<file path="src/rtl/wb_cmd_master.sv">
// Wishbone classic-cycle initiator: converts a valid/ready command stream
// into single read/write bus cycles and returns one response per command,
// carrying either the read data or a timeout error.
module wb_cmd_master #(
  parameter int TIMEOUT = 255,
  parameter int TO_W    = 8
) (
  input  logic        wb_clk_i,
  input  logic        wb_rst_i,
  input  logic        cmd_valid_i,
  output logic        cmd_ready_o,
  input  logic        cmd_we_i,
  input  logic [31:0] cmd_adr_i,
  input  logic [31:0] cmd_dat_i,
  input  logic [3:0]  cmd_sel_i,
  output logic        rsp_valid_o,
  input  logic        rsp_ready_i,
  output logic [31:0] rsp_dat_o,
  output logic        rsp_err_o,
  output logic        wbm_cyc_o,
  output logic        wbm_stb_o,
  output logic        wbm_we_o,
  output logic [3:0]  wbm_sel_o,
  output logic [31:0] wbm_adr_o,
  output logic [31:0] wbm_dat_o,
  input  logic [31:0] wbm_dat_i,
  input  logic        wbm_ack_i
);

  typedef enum logic [1:0] {
    S_IDLE = 2'd0,
    S_BUS  = 2'd1,
    S_RESP = 2'd2
  } state_t;

  state_t          r_state;
  state_t          w_state_nxt;
  logic [TO_W-1:0] r_cnt;
  logic            w_to;

  logic            r_cyc;
  logic            r_stb;
  logic            r_we;
  logic [3:0]      r_sel;
  logic [31:0]     r_adr;
  logic [31:0]     r_wdat;
  logic            r_rsp_valid;
  logic            r_rsp_err;
  logic [31:0]     r_rsp_dat;

  // Last waiting cycle: without an ack on this edge the cycle is abandoned.
  assign w_to = (r_cnt == TO_W'(TIMEOUT - 1));

  // Accept only from IDLE; decoded straight from the state register.
  assign cmd_ready_o = (r_state == S_IDLE);

  assign wbm_cyc_o   = r_cyc;
  assign wbm_stb_o   = r_stb;
  assign wbm_we_o    = r_we;
  assign wbm_sel_o   = r_sel;
  assign wbm_adr_o   = r_adr;
  assign wbm_dat_o   = r_wdat;
  assign rsp_valid_o = r_rsp_valid;
  assign rsp_err_o   = r_rsp_err;
  assign rsp_dat_o   = r_rsp_dat;

  // State register.
  always_ff @(posedge wb_clk_i or negedge wb_rst_i) begin
    if (!wb_rst_i) r_state <= S_IDLE;
    else           r_state <= w_state_nxt;
  end

  // Next-state decode; an ack on the timeout edge takes the same path as a normal ack.
  always_comb begin
    w_state_nxt = r_state;
    case (r_state)
      S_IDLE:  if (cmd_valid_i)           w_state_nxt = S_BUS;
      S_BUS:   if (wbm_ack_i || w_to)     w_state_nxt = S_RESP;
      S_RESP:  if (rsp_ready_i)           w_state_nxt = S_IDLE;
      default:                            w_state_nxt = S_IDLE;
    endcase
  end

  // Bus outputs, timeout counter and response registers; ack is ignored outside BUS.
  always_ff @(posedge wb_clk_i or negedge wb_rst_i) begin
    if (!wb_rst_i) begin
      r_cyc       <= 1'b0;
      r_stb       <= 1'b0;
      r_we        <= 1'b0;
      r_sel       <= '0;
      r_adr       <= '0;
      r_wdat      <= '0;
      r_cnt       <= '0;
      r_rsp_valid <= 1'b0;
      r_rsp_err   <= 1'b0;
      r_rsp_dat   <= '0;
    end else begin
      case (r_state)
        S_IDLE: begin
          if (cmd_valid_i) begin
            r_we   <= cmd_we_i;
            r_adr  <= cmd_adr_i;
            r_wdat <= cmd_dat_i;
            r_sel  <= cmd_sel_i;
            r_cyc  <= 1'b1;
            r_stb  <= 1'b1;
            r_cnt  <= '0;
          end
        end
        S_BUS: begin
          if (wbm_ack_i) begin
            r_cyc       <= 1'b0;
            r_stb       <= 1'b0;
            r_rsp_dat   <= r_we ? 32'd0 : wbm_dat_i;
            r_rsp_err   <= 1'b0;
            r_rsp_valid <= 1'b1;
          end else if (w_to) begin
            r_cyc       <= 1'b0;
            r_stb       <= 1'b0;
            r_rsp_dat   <= 32'd0;
            r_rsp_err   <= 1'b1;
            r_rsp_valid <= 1'b1;
          end else begin
            r_cnt <= r_cnt + 1'b1;
          end
        end
        S_RESP: begin
          if (rsp_ready_i) begin
            r_rsp_valid <= 1'b0;
            r_rsp_err   <= 1'b0;
          end
        end
        default: ;
      endcase
    end
  end

endmodule

</file>
<file path="config.mk">
export PLATFORM = sky130hd
export DESIGN_NAME = wb_cmd_master
export DESIGN_NICKNAME = d
export VERILOG_FILES = /design/src/rtl/wb_cmd_master.sv
export SDC_FILE = /design/constraint.sdc
export NUM_CORES = 1
export LEC_CHECK = 0
export ABC_CLOCK_PERIOD_IN_PS = 2100
export CAP_MARGIN = 10
export CORE_ASPECT_RATIO = 1.1
export CORE_MARGIN = 4
export CORE_UTILIZATION = 40
export DETAILED_ROUTE_END_ITERATION = 12
export PLACE_DENSITY = 0.8
export SYNTH_ARGS = -nofsm -noshare
export SYNTH_HDL_FRONTEND = slang
export SYNTH_SLANG_ARGS = --single-unit
</file>
<file path="constraint.sdc">
create_clock -name wb_clk_i -period 2.1 [get_ports wb_clk_i]
set_input_delay 0.42 -clock wb_clk_i [delete_from_list [all_inputs] [get_ports wb_clk_i]]
set_output_delay 0.42 -clock wb_clk_i [all_outputs]
set_load 0.05 [all_outputs]
</file>
# Word-level counts from Yosys, hierarchy flattened
# Index checks and enable logic that the tools add are counted.
[classes]
n_eq_ne = 9
addsub = 1
n_reduce_logical = 11
muxes = 21
[ops]
columns = ["operator", "n"]
rows = [
  ["$mux W32", 3],
  ["$mux W8", 3],
  ["$pmux W8 S2", 1],
  ["$ne A2 B2 Y1 const B", 5],
  ["$reduce_and A3 Y1", 3],
  ["$add A8 B1 Y8 const B", 1],
  ["$eq A8 B8 Y1 const B", 1],
  ["$mux W1", 7],
  ["$mux W2", 3],
  ["$pmux W1 S2", 3],
  ["$pmux W2 S3", 1],
  ["$reduce_bool A2 Y1", 3],
  ["$reduce_and A2 Y1", 2],
  ["$reduce_and A4 Y1", 1],
  ["$ne A3 B3 Y1 const B", 1],
  ["$eq A2 B1 Y1 const B", 1],
  ["$eq A2 B2 Y1 const B", 1],
  ["$logic_not A2 Y1", 1],
  ["$logic_or A1 B1 Y1", 1],
]
[totals]
in_bits = 106
register_bits = 114
elab_cells = 52

# Logic depth before layout (Yosys ltp)
[depth]
word_depth = 4
depth_mapped = 8
depth_no_buf = 6

# Worst setup path before layout
# Ideal clock, no wire load.
[synth_timing]
path_kind = "flip-flop to flip-flop"
start = "reg r_state[1]"
end = "reg r_adr[14], in the netlist wbm_adr_o[14]"
t_arrival_ns = 1.889
path_buffers = 3
setup_slack_ns = 0.094
required_ns = 1.982
stages_incl_launch_ff = 8
period_less_slack_ns = 2.006
setup_time_ns = 0.118
path_cell_list = "dfrtp_1 -> buf_2 -> nor2_1 -> nand2_1 -> buf_2 -> buf_1 -> nand2_1 -> nand2_1"
[synth_between]
elab_chain_cells = 2
[synth_lines]
columns = ["element", "line_no", "text"]
rows = [
  ["start, declared", "36", "state_t r_state;"],
  ["start signal, assigned", "70", "else r_state <= w_state_nxt;"],
  ["$logic_not A2 Y1", "--", ""],
  ["net cmd_ready_o", "11", "output logic cmd_ready_o,"],
  ["$reduce_and A2 Y1 (no source line)", "--", ""],
  ["end signal, assigned", "102", "r_adr <= cmd_adr_i;"],
  ["end, declared", "45", "logic [31:0] r_adr;"],
]
# The timed path passes the listed nets, and every way through them passes these cells.
# A chain may end at the register's enable or synchronous reset.

# Final worst setup path
[layout_timing]
start = "reg r_rsp_err, in the netlist rsp_err_o"
end = "out rsp_err_o"
[layout_lines]
columns = ["element", "line_no", "text"]
rows = [
  ["start, declared", "48", "logic r_rsp_err;"],
  ["start signal, assigned", "95", "r_rsp_err <= 1'b0;"],
  ["start signal, assigned", "115", "r_rsp_err <= 1'b0;"],
  ["start signal, assigned", "121", "r_rsp_err <= 1'b1;"],
  ["end, declared", "19", "output logic rsp_err_o,"],
]
# No word-level cell between the ends.

==> results.md <==
* Outcome: complete, no violations
* Syn Std Cell Area at 4743 um2
* Synth top area cells: dfrtp_1 (60%), nand2_1 (17%), nand4b_1 (6.3%)
* Sw Share at between 40% and 50%
* Drt wl/cell at ~15 um
* Area Overhead vs Synth at 61.59%
* Pwr dens at 1834 nW/um2
* Die Y at between 100 and 150 um
* Rows at between 40 and 50
* Largest net degree at the start of global routing at 44
* Max Cap Viol at 0
* Crit share post-route at 97.23%
* Setup TNS at 0 ns
* Sw Pwr at 6488 uW
* Number of DRC markers in iteration 0 at 184
* Final WL at approximately 13,000 um
* Worst setup path end: rsp_err_o
* Slew Viols, Final at 0
* Worst r2r path cells at 6
* First-pass GRT wire length at 21,570 um
* Remaining global-route overflow at 0
* Post-route ant nets at 0
* Buf/Inv on CP at 1
* Post-synth EDFFs at 0
* Unrepaired setup endpoints after global routing: false
* Die Wd at 111.8 um
* Max-Slew Margin vs Limit at 63.36%
* Worst Max-Slew Pin Slew at around 0.55 ns
* PostCTS Resize Cnt at 0
* M1 WL at 5334 um
* Initial core utilization at 41.09%
* CTS tree: done
* Number of stages on the worst setup path at 1
* Initial antenna violation count at 0
* Fraction of registers with async set/reset at 100.0%
* Vias in the first global route at 4,410
* Met3 WL at 979 um
* HP Class: reg2reg
* Leakage power figure at between 0.003 and 0.004 uW
* Post-Syn Area per Cell at ~9.3 um2
* CP Capture Type: primary output
* Critical path's top delay family: buffers and inverters
* # hold bufs at CTS at 1
* Top cells by count, synth: nand2_1 (212), dfrtp_1 (114), inv_1 (38)
* WP data required at 1.68 ns
* Placer Congestion at 0.7923
* Critical Path AT at 1.62 ns
* Post-synthesis sequential area ratio at roughly 60%
* Overall power at 14,060 uW
* Netlist cell types at 33
* Worst setup path startpoint: rsp_err_o$_DFFE_PN0P_
* Utilization after layout at 66.41%
* RR Endpoint: r_cnt[7]$_DFFE_PN0P_
* Endpoints failing hold at 0
* Flop pwr share at 26.5%
* Setup crit start kind: register
* Slowest-stage cell, CP: clkdlybuf4s50_1
* Yosys top cell area share at about 60%
* CP cell instances: clkdlybuf4s50_1
* Drt via density at 4.798
* Clk buf depth at 2
* Core Box Area at 11,540 um2
* Share of cells above drive strength 1 at 7.084%
* Ant. Diodes at 0
* Synth Instances at 510
* Most frequent cell after synthesis: nand2_1
* Layout filler cell count at 891
* Die ar. at 13,670 um2
* Number of I/O pins at around 210
* Setup Fix Bufs, Post-CTS at 0
* DR vias at roughly 4,200
* Main synth FF type: dfrtp_1
* Final HPWL DP at about 9400 um
* # nets final at 829
* Post-synth net total at 618
* Largest area contributor in the netlist: dfrtp_1
* CP Class: reg2out
* DRC viols at 0
* CTS Sinks at about 110
* Uppermost routed layer: met4
* Crit path time final at 2.042 ns
* Internal reg-to-reg setup slack at 0.27 ns
* Yosys reg bits at 114
* Final setup viols at 0
* CTS Root Cell: clkbuf_16
* Pre-antenna DRT Iters at 4
* Int Pwr at 7571 uW
* Largest fanout on the critical path at 3
* Synth warn at 0
* Max incr delay on CP at 0.85 ns
* Worst-Skew Late Latency at 0.40 ns
* Final Skew at 0.005082 ns
* Clk slew on worst S/H paths at 0.05 ns
* Clock Power Share at 21.0%
* Worst vdd ir at 977.2 uV
* R2R Path Start: r_cnt[0]$_DFFE_PN0P_
* GRT Util Overall at 19.53%
* Fmax at 0.4897 GHz
* TritonCTS buffer count at 17
* H-tree depth at 4
* Port buffer count at 211
* Met2 wire len at 6738 um
* Comb pwr share at 52.4%
## cell type report
cell class,count,area (um2),share of cell area [%]
Sequential cell,114,2853,37.22
Inverter,38,142.6,1.861
Tap cell,150,187.7,2.449
Clock buffer,22,454.2,5.926
Clock inverter,10,157.7,2.057
Multi-Input combinational cell,325,1595,20.81
Timing Repair Buffer,225,2275,29.68
## per-layer routing
layer,global-route usage [%],vias to the layer above
met5,0,-
met4,7.072,0
met3,6.805,20
met2,33.66,162
met1,22.68,2003
li1,-,2056
## worst min path at each step
| stage | slack (ns) | to | from | cells past startpoint |
|---|---|---|---|---|
| after floorplan | 0.12 | r_cnt[0]$_DFFE_PN0P_ | wb_rst_i | 0 |
| after global placement | 0.42 | wbm_adr_o[2]$_DFFE_PN0P_ | wb_rst_i | 1 |
| after detailed placement | 0.42 | rsp_dat_o[7]$_DFFE_PN0P_ | wb_rst_i | 1 |
| after CTS | 0.48 | wbm_adr_o[25]$_DFFE_PN0P_ | wbm_adr_o[25]$_DFFE_PN0P_ | 2 |
| after global routing | 0.49 | wbm_dat_o[24]$_DFFE_PN0P_ | wbm_dat_o[24]$_DFFE_PN0P_ | 2 |
| final | 0.47 | wbm_adr_o[25]$_DFFE_PN0P_ | wbm_adr_o[25]$_DFFE_PN0P_ | 2 |
## cells by family after synthesis
| group | count (synthesis) | synth area share, % |
|---|---|---|
| AND/OR/NAND/NOR | 268 | 25.90 |
| flip-flops | 114 | 60.14 |
| buffers and inverters | 71 | 6.357 |
| AO/OA/AOI/OAI | 53 | 6.674 |
| adder cells (fa/ha/maj) | 2 | 0.5275 |
| XOR/XNOR | 1 | 0.1847 |
| multiplexers | 1 | 0.2110 |
## power by group through the flow
stage / sequential [uW] / clock [uW] / combinational, uW
global placement: 3700 / 0 / 7310
CTS: 3730 / 3010 / 7450
finish: 3730 / 2960 / 7370
floorplan: 6800 / 0 / 1670
detailed placement: 3750 / 0 / 7420
global route: 3850 / 3130 / 7790
## sequential cells by signal (all words and copies together) (netlist names)
name         flops
r_cnt            8
r_state          2
rsp_dat_o       32
rsp_err_o        1
rsp_valid_o      1
wbm_adr_o       32
wbm_dat_o       32
wbm_sel_o        4
wbm_stb_o        1
wbm_we_o         1
## through the flow
| stage | cell area (um2) | cells | setup WS [ns] | hold WS [ns] |
|---|---|---|---|---|
| 4_1_cts | 7665 | 884 | 0.03307 | 0.4753 |
| 3_5_place_dp | 7043 | 851 | 0.2272 | 0.4233 |
| 5_1_grt | 7665 | 884 | 0.009408 | 0.4883 |
| 2_1_floorplan | 4743 | 510 | 0.09360 | 0.1244 |
| 6_report | 7665 | 884 | 0.05811 | 0.4710 |
| 3_3_place_gp | 7043 | 851 | 0.2548 | 0.4215 |
## cell usage in the layout, fill, tap and decap left out, drive strengths merged, types with 3 or more instances in the layout
master / instances
nand2: 212
nand3: 6
clkinvlp: 3
dfrtp: 114
clkinv: 3
nand4b: 34
inv: 38
nor2: 5
clkbuf: 22
a21oi: 5
buf: 16
bufinv: 4
clkdlybuf4s50: 208
o21ai: 38
No activity file was read; power rests on OpenSTA's default activity.
